--- src/rtl/obstacle_spawner_if.sv ---
// Game-side bundle for the obstacle spawner: frame tick, control, LFSR word,
// scroll speed, and the packed obstacle pool seen by renderer and collision.
//
// Strobe semantics: tick is a single-clk frame strobe with no back-pressure.
// An update happens in every cycle where tick && run && !clear. spawn_pulse
// and pass_cnt are single-clk results that appear one clk after that cycle.
interface obstacle_spawner_if #(
    parameter int NUM_SLOTS = 4,
    parameter int Y_W       = 10
);
    logic                     tick;
    logic                     run;
    logic                     clear;
    logic [15:0]              rnd;
    logic [2:0]               speed;
    logic [NUM_SLOTS-1:0]     obs_active;
    logic [2*NUM_SLOTS-1:0]   obs_lane;
    logic [Y_W*NUM_SLOTS-1:0] obs_y;
    logic                     spawn_pulse;
    logic [3:0]               pass_cnt;

    modport master (
        output tick, run, clear, rnd, speed,
        input  obs_active, obs_lane, obs_y, spawn_pulse, pass_cnt
    );

    modport slave (
        input  tick, run, clear, rnd, speed,
        output obs_active, obs_lane, obs_y, spawn_pulse, pass_cnt
    );
endinterface

--- src/rtl/obstacle_spawner.sv ---
// Obstacle spawner: a fixed pool of falling obstacles. Each frame update moves
// every live obstacle down by speed, retires those that leave the screen, then
// (when the randomised gap counter expires) tries to place a new obstacle into
// a random lane, provided a slot is free and the lane's top area is clear.
module obstacle_spawner #(
    parameter int NUM_SLOTS = 4,
    parameter int Y_W       = 10,
    parameter int SCREEN_H  = 480,
    parameter int OBS_H     = 32,
    parameter int MIN_GAP   = 16
) (
    input  logic              clk,
    input  logic              rst_n,
    obstacle_spawner_if.slave bus
);
    // Gap counter must hold MIN_GAP + 15 (up to 270).
    localparam int GAP_W = 9;
    localparam logic [Y_W:0]       Y_LIMIT   = (Y_W+1)'(SCREEN_H);
    localparam logic [Y_W-1:0]     Y_SPACING = Y_W'(2 * OBS_H);
    localparam logic [GAP_W-1:0]   GAP_BASE  = GAP_W'(MIN_GAP);

    logic [NUM_SLOTS-1:0] active_q;
    logic [1:0]           lane_q [NUM_SLOTS];
    logic [Y_W-1:0]       y_q    [NUM_SLOTS];
    logic [GAP_W-1:0]     gap_q;
    logic                 spawn_q;
    logic [3:0]           pass_q;

    logic [NUM_SLOTS-1:0] mv_active;
    logic [Y_W-1:0]       mv_y   [NUM_SLOTS];
    logic [Y_W:0]         sum    [NUM_SLOTS];
    logic [3:0]           retire_cnt;
    logic [GAP_W-1:0]     gap_dec;
    logic [GAP_W-1:0]     gap_next;
    logic                 attempt;
    logic [1:0]           pick_lane;
    logic                 blocked;
    logic                 found;
    logic [NUM_SLOTS-1:0] spawn_sel;
    logic                 accept;
    logic                 update;

    // Only the gap nibble and lane bits of the LFSR word are consumed.
    logic unused_rnd;
    assign unused_rnd = ^{bus.rnd[15:8], bus.rnd[3:2]};

    assign update = bus.tick && bus.run;

    // Next-frame computation: move/retire, gap countdown, lane pick and
    // spawn acceptance against the post-move pool.
    always_comb begin
        mv_active  = active_q;
        retire_cnt = '0;
        for (int i = 0; i < NUM_SLOTS; i++) begin
            sum[i]  = {1'b0, y_q[i]} + {{(Y_W-2){1'b0}}, bus.speed};
            mv_y[i] = y_q[i];
            if (active_q[i]) begin
                if (sum[i] >= Y_LIMIT) begin
                    mv_active[i] = 1'b0;
                    mv_y[i]      = '0;
                    retire_cnt   = retire_cnt + 4'd1;
                end else begin
                    mv_y[i] = sum[i][Y_W-1:0];
                end
            end
        end

        gap_dec  = gap_q - GAP_W'(1);
        attempt  = (gap_dec == '0);
        gap_next = attempt ? (GAP_BASE + GAP_W'(bus.rnd[7:4])) : gap_dec;

        // Only three lanes exist; the spare code folds into the middle lane.
        pick_lane = (bus.rnd[1:0] == 2'd3) ? 2'd1 : bus.rnd[1:0];

        blocked = 1'b0;
        for (int i = 0; i < NUM_SLOTS; i++) begin
            if (mv_active[i] && (lane_q[i] == pick_lane) && (mv_y[i] < Y_SPACING)) begin
                blocked = 1'b1;
            end
        end

        found     = 1'b0;
        spawn_sel = '0;
        for (int i = 0; i < NUM_SLOTS; i++) begin
            if (!found && !mv_active[i]) begin
                spawn_sel[i] = 1'b1;
                found        = 1'b1;
            end
        end

        accept = attempt && found && !blocked;
    end

    // Pool and counter registers; clear behaves like reset but synchronously.
    always_ff @(posedge clk or negedge rst_n) begin
        if (!rst_n) begin
            active_q <= '0;
            for (int i = 0; i < NUM_SLOTS; i++) begin
                lane_q[i] <= '0;
                y_q[i]    <= '0;
            end
            gap_q   <= GAP_BASE;
            spawn_q <= 1'b0;
            pass_q  <= '0;
        end else if (bus.clear) begin
            active_q <= '0;
            for (int i = 0; i < NUM_SLOTS; i++) begin
                lane_q[i] <= '0;
                y_q[i]    <= '0;
            end
            gap_q   <= GAP_BASE;
            spawn_q <= 1'b0;
            pass_q  <= '0;
        end else if (update) begin
            active_q <= mv_active | (accept ? spawn_sel : '0);
            for (int i = 0; i < NUM_SLOTS; i++) begin
                if (accept && spawn_sel[i]) begin
                    lane_q[i] <= pick_lane;
                    y_q[i]    <= '0;
                end else begin
                    y_q[i] <= mv_y[i];
                end
            end
            gap_q   <= gap_next;
            spawn_q <= accept;
            pass_q  <= retire_cnt;
        end else begin
            spawn_q <= 1'b0;
            pass_q  <= '0;
        end
    end

    // Pack the pool into the flat output buses.
    always_comb begin
        bus.obs_active  = active_q;
        bus.obs_lane    = '0;
        bus.obs_y       = '0;
        for (int i = 0; i < NUM_SLOTS; i++) begin
            bus.obs_lane[2*i +: 2]   = lane_q[i];
            bus.obs_y[Y_W*i +: Y_W]  = y_q[i];
        end
        bus.spawn_pulse = spawn_q;
        bus.pass_cnt    = pass_q;
    end
endmodule
--- src/flat_wrapper.sv ---
// flat-port wrapper written by rule: the top's interface ports become plain ports
module obstacle_spawner_flat 
#(
    parameter int NUM_SLOTS = 4,
    parameter int Y_W       = 10,
    parameter int SCREEN_H  = 480,
    parameter int OBS_H     = 32,
    parameter int MIN_GAP   = 16
)
  (clk, rst_n, bus_tick, bus_run, bus_clear, bus_rnd, bus_speed, bus_obs_active, bus_obs_lane, bus_obs_y, bus_spawn_pulse, bus_pass_cnt);
  obstacle_spawner_if #(.NUM_SLOTS(NUM_SLOTS), .Y_W(Y_W)) bus_i ();
  input  logic clk;
  input  logic rst_n;
  input wire logic [$bits(bus_i.tick)-1:0] bus_tick;
  input wire logic [$bits(bus_i.run)-1:0] bus_run;
  input wire logic [$bits(bus_i.clear)-1:0] bus_clear;
  input wire logic [$bits(bus_i.rnd)-1:0] bus_rnd;
  input wire logic [$bits(bus_i.speed)-1:0] bus_speed;
  output wire logic [$bits(bus_i.obs_active)-1:0] bus_obs_active;
  output wire logic [$bits(bus_i.obs_lane)-1:0] bus_obs_lane;
  output wire logic [$bits(bus_i.obs_y)-1:0] bus_obs_y;
  output wire logic [$bits(bus_i.spawn_pulse)-1:0] bus_spawn_pulse;
  output wire logic [$bits(bus_i.pass_cnt)-1:0] bus_pass_cnt;
  assign bus_i.tick = bus_tick;
  assign bus_i.run = bus_run;
  assign bus_i.clear = bus_clear;
  assign bus_i.rnd = bus_rnd;
  assign bus_i.speed = bus_speed;
  assign bus_obs_active = bus_i.obs_active;
  assign bus_obs_lane = bus_i.obs_lane;
  assign bus_obs_y = bus_i.obs_y;
  assign bus_spawn_pulse = bus_i.spawn_pulse;
  assign bus_pass_cnt = bus_i.pass_cnt;
  obstacle_spawner #(.NUM_SLOTS(NUM_SLOTS), .Y_W(Y_W), .SCREEN_H(SCREEN_H), .OBS_H(OBS_H), .MIN_GAP(MIN_GAP)) u_core (.clk(clk), .rst_n(rst_n), .bus(bus_i));
endmodule
--- config.mk ---
export PLATFORM = sky130hd
export DESIGN_NAME = obstacle_spawner_flat
export DESIGN_NICKNAME = d
export VERILOG_FILES = /design/src/rtl/obstacle_spawner_if.sv /design/src/rtl/obstacle_spawner.sv /design/src/flat_wrapper.sv
export SDC_FILE = /design/constraint.sdc
export NUM_CORES = 1
export LEC_CHECK = 0
export CAP_MARGIN = 20
export CELL_PAD_IN_SITES_DETAIL_PLACEMENT = 0
export CELL_PAD_IN_SITES_GLOBAL_PLACEMENT = 1
export CORE_AREA = 2 2 109 111
export DETAILED_ROUTE_END_ITERATION = 16
export DIE_AREA = 0 0 111 113
export PLACE_DENSITY = 0.83
export SLEW_MARGIN = 10
export SYNTH_ARGS = -nofsm -noshare
export SYNTH_HDL_FRONTEND = slang
export SYNTH_SLANG_ARGS = --single-unit
--- constraint.sdc ---
create_clock -name clk -period 11.1 [get_ports clk]
set_input_delay 1.665 -clock clk [delete_from_list [all_inputs] [get_ports clk]]
set_output_delay 1.665 -clock clk [all_outputs]
set_load 0.02 [all_outputs]
==> flow_results.org <==
** Outcome
- Status :: complete, no violations

** Pwr
- VDD sags by at most 0.06098 mV.
- In this run the power density over the cells is 94.37 nW/µm².
- Leakage :: 2.404 nW

** Timing
- Setup repair after global routing left no endpoint under its margin.
- The routed design could run at a clock period as short as 5.694 ns.
- Max Clock Skew :: 0.006052 ns
- Number of setup violations in the final report :: 0
- In the finished design, the share of the clock period the worst path needs comes to 0.5130.
- The final hold violation count is 0.
- Setup TNS Final :: 0 ns
- For this run, the top clock speed supported by timing is 0.1756 GHz.
- Slew Viols, Final :: 0
- For the pin with the worst max-slew slack, the measured transition is 0.8986 ns.
- Max_slew headroom :: 0.4009

** Final layout
- Multi-input gate area :: 3047 µm²
- Area overhead of the layout relative to synthesis :: 21.87%
- At the end of the flow, the number of nets in the layout was 664.
- Across the whole layout, storage elements account for 1653 µm².
- Non-Filler Instances :: 767
- Layout cells sized above 1 :: 0.08494
- Fill cells in the final layout number 1,090.
- Ant. Diodes :: 0

** Synthesis
- Synth warnings :: 0
- Proportion of synthesized flip-flops having asynchronous set or reset :: 1.000
- In this run, distinct cell masters in the synthesized netlist total 85.
- Post-Syn Area :: 4868 µm²
- Post-synthesis register bit count :: 66
- Synthesis produced 560 cells.
- The average instance in the mapped netlist occupies 8.694 µm².
- Primary flip-flop cell chosen by synthesis mapping :: dfrtp_1
- When the netlist entered floorplanning its net count stood at 605.
- Yosys mapped a number of flops with a built-in enable equal to 0.
- Of the synthesized area, sequential elements account for 0.3395.

** Global routing
- For this run, the total global-route usage over all layers was measured as 0.2224.
- First-pass GRT wire length :: 22,690 µm
- The via count of the first global-routing pass is 4,493.
- Entering global routing, the biggest net connects 67 pins.
- The number of antenna violations at the first check in global routing came to 0.
- After global routing the overflow that remains totals 0.

** Critical path
- Kind of start point of the critical path :: input port
- Max FO, Critical Path :: 8
- The worst setup path is captured at a flip-flop.
- The cell family contributing the most delay on the critical path is adder cells.
- The critical path contains buffers and inverters numbering 2 combined.
- Critical-path cell list :: clkdlybuf4s50_1, ha_1, a211oi_1, nor3_1, o31ai_1, inv_1, ha_1, nand2_1, o21ai_0, ha_1, mux2_2, ha_1, mux2i_1, nor2_1
- Required time reported for the critical path endpoint :: 11.30 ns
- Arrival time of the worst setup path :: 5.89 ns
- Most frequent cell on the critical path :: ha_1
- Path type of the worst setup path :: in2reg
- The largest individual stage delay along the critical path comes from the cell clkdlybuf4s50_1.
- Crit path largest cell delay :: 0.86 ns

** Floorplan
- The floorplan step set the die height to 113 µm.
- Measured along the x axis, the die boundary spans 111 µm.
- After floorplanning, the core was sized to cover 11,270 µm².
- Effective utilization at floorplan :: 0.4319
- The die covers 12,540 µm².
- Number of ports placed on the die boundary :: 81
- The floorplan has 39 rows.

** Drt
- Wire length per cell after detailed routing :: 17.73 µm
- Before antenna repair, the detailed router went through 5 iterations.
- Detailed routing inserted a total of 4,682 vias.
- The detail route stage leaves a number of antenna-violating nets equal to 0.
- Vias per Instance :: 6.104
- In this run, the number of DRC markers left after iteration 0 of detailed routing was 290.
- Summed over all layers, the routed wires come to 13,600 µm.
- Number of remaining DRC errors :: 0

** Clock network
- Clock-pin slew on the worst setup and hold paths :: 0.05 ns
- The clock reaches the later pin of the worst-skew pair after 0.34 ns.
- Number of clock sinks :: 66
- CTS placed an instance of clkbuf_16 at the clock tree root.
- The longest clock path from root to sink contains 2 buffers.
- The H-tree was split into 3 levels.
- After clock tree synthesis, the setup repair step added 0 buffers.
- Cts repair resizes :: 0
- CTS tree :: yes
- In this run, CTS created clock tree buffers numbering 9.
- For this design, the CTS-stage hold fixing added 0 buffers.

** Place
- Cell count after placement :: 751
- Count of buffers from port buffering :: 70
- Weighted congestion at the end of routability-driven global placement :: 0.9245
- The wire-length estimate of the detail-placed layout is 9582 µm.

** Hold path
- Type of the most critical hold path :: reg2reg

** Job
- The tool flagged a number of max-cap violations equal to 0.
-- per-layer routing --
layer	track usage	up-vias	share of wire
li1	-	2228	-
met1	0.3137	2273	0.47
met2	0.3440	163	0.45
met3	0.03803	18	0.056
met4	0.08500	0	0.021
met5	0	-	0
-- where the power goes --
part / total [mW] / leakage, nW / switching (mW) / internal, mW
clock: 0.259 / 0.133 / 0.103 / 0.156
sequential: 0.247 / 0.915 / 0.00357 / 0.244
combinational: 0.0538 / 1.35 / 0.0362 / 0.0176
-- tightest hold or removal path, cell delays in order (launching register included) --
cell     delay [ns]
dfrtp_1        0.37
nand2_1        0.06
o31ai_1        0.05
-- state kept, by name, summed over array words and instances, names as in the netlist --
| register | cells |
|---|---|
| u_core.bus.obs_active | 4 |
| u_core.bus.obs_lane | 8 |
| u_core.bus.obs_y | 40 |
| u_core.bus.pass_cnt | 4 |
| u_core.bus.spawn_pulse | 1 |
| u_core.gap_q | 9 |
-- synth_stat cells (4+ instances only) --
master     n  area (µm²)
o21ai_1    6       30.03
nor2_1    40       150.1
and3_1    13       81.33
nand4_1    6       37.54
or3_1      5       31.28
fa_1       4       80.08
ha_1      17       212.7
xnor2_1   11       96.34
a31oi_1    9       56.30
inv_1     12       45.04
o211ai_1   6       45.04
clkbuf_1  18       67.56
xor2_1    11       96.34
mux2i_1    9       90.09
o31ai_1   12       90.09
nor4_1     9       56.30
nor3_1    16       80.08
buf_2      9       45.04
a21oi_1   39       195.2
nand3b_1   5       37.54
dfrtp_1   65        1627
a211oi_1  10       75.07
and2_1    10       62.56
nand3_1   15       75.07
o21ai_0   43       215.2
nand2_1   64       240.2
a21o_1    10       75.07
-- stage by stage --
stage | setup slack [ns] | hold WS, ns | power, mW | area [µm²] | utilization
6_report | 5.406 | 0.5099 | 0.5599 | 5933 | 0.5264
3_3_place_gp | 5.175 | 0.4990 | 0.3040 | 5668 | 0.5028
5_1_grt | 5.130 | 0.5454 | 0.5825 | 5933 | 0.5264
4_1_cts | 5.437 | 0.5157 | 0.5668 | 5933 | 0.5264
2_1_floorplan | 6.306 | 0.5109 | 0.2820 | 4868 | -
3_5_place_dp | 5.102 | 0.5036 | 0.3053 | 5668 | 0.5028
-- layout by cell type, fill, tap and decap left out, types with 4 or more instances in the layout --
cell type        Yosys  layout
clkbuf_16            0       9
clkdlybuf4s50_1      0      69
nand3b_1             5       5
nor4_1               9       9
xor2_1              11      11
inv_1               12      12
o31ai_1             12      12
and2_1              10      10
nor2_1              40      40
nor3_1              16      16
fa_1                 4       4
a211oi_1            10      10
o21ai_1              6       6
and3_1              13      13
a21o_1              10      10
xnor2_1             11      11
ha_1                17      17
dfrtp_1             65      65
or3_1                5       5
nand4_1              6       6
nand2_1             64      64
o211ai_1             6       6
a21oi_1             39      39
a31oi_1              9       9
o21ai_0             43      43
nand3_1             15      15
mux2i_1              9       9
buf_4                1       6
-- layout make-up --
type                       instances  area share
inverter                          13    0.008224
sequential                        66      0.2786
multi-input combinational        453      0.5135
timing repair buffer              76      0.1248
clock inverter                     3    0.002531
tap                              143     0.03016
clock buffer                      13     0.04218
-- cell families after synthesis --
group | share of synthesized area
fa+ha+maj | 0.06014
simple gates | 0.2462
buf+inv | 0.03469
flops | 0.3395
mux | 0.02313
compound gates | 0.2534
xor+xnor | 0.04292
-- final timing paths --
check / start / end / cells past startpoint / slack, ns
worst min-delay path: u_core.bus.obs_y[2] / u_core.bus.obs_y[2] / 2 / 0.51
min in group asynchronous: rst_n / u_core.bus.obs_y[2] / 2 / 1.54
max in group asynchronous: rst_n / u_core.gap_q[6] / 2 / 8.98
worst max register to register: u_core.bus.obs_y[0] / u_core.bus.pass_cnt[1] / 15 / 7.08
worst min register to register: u_core.bus.obs_y[2] / u_core.bus.obs_y[2] / 2 / 0.51
worst max-delay path: bus_speed[1] / u_core.bus.pass_cnt[1] / 14 / 5.41
Power figures use the tool's default switching activity.
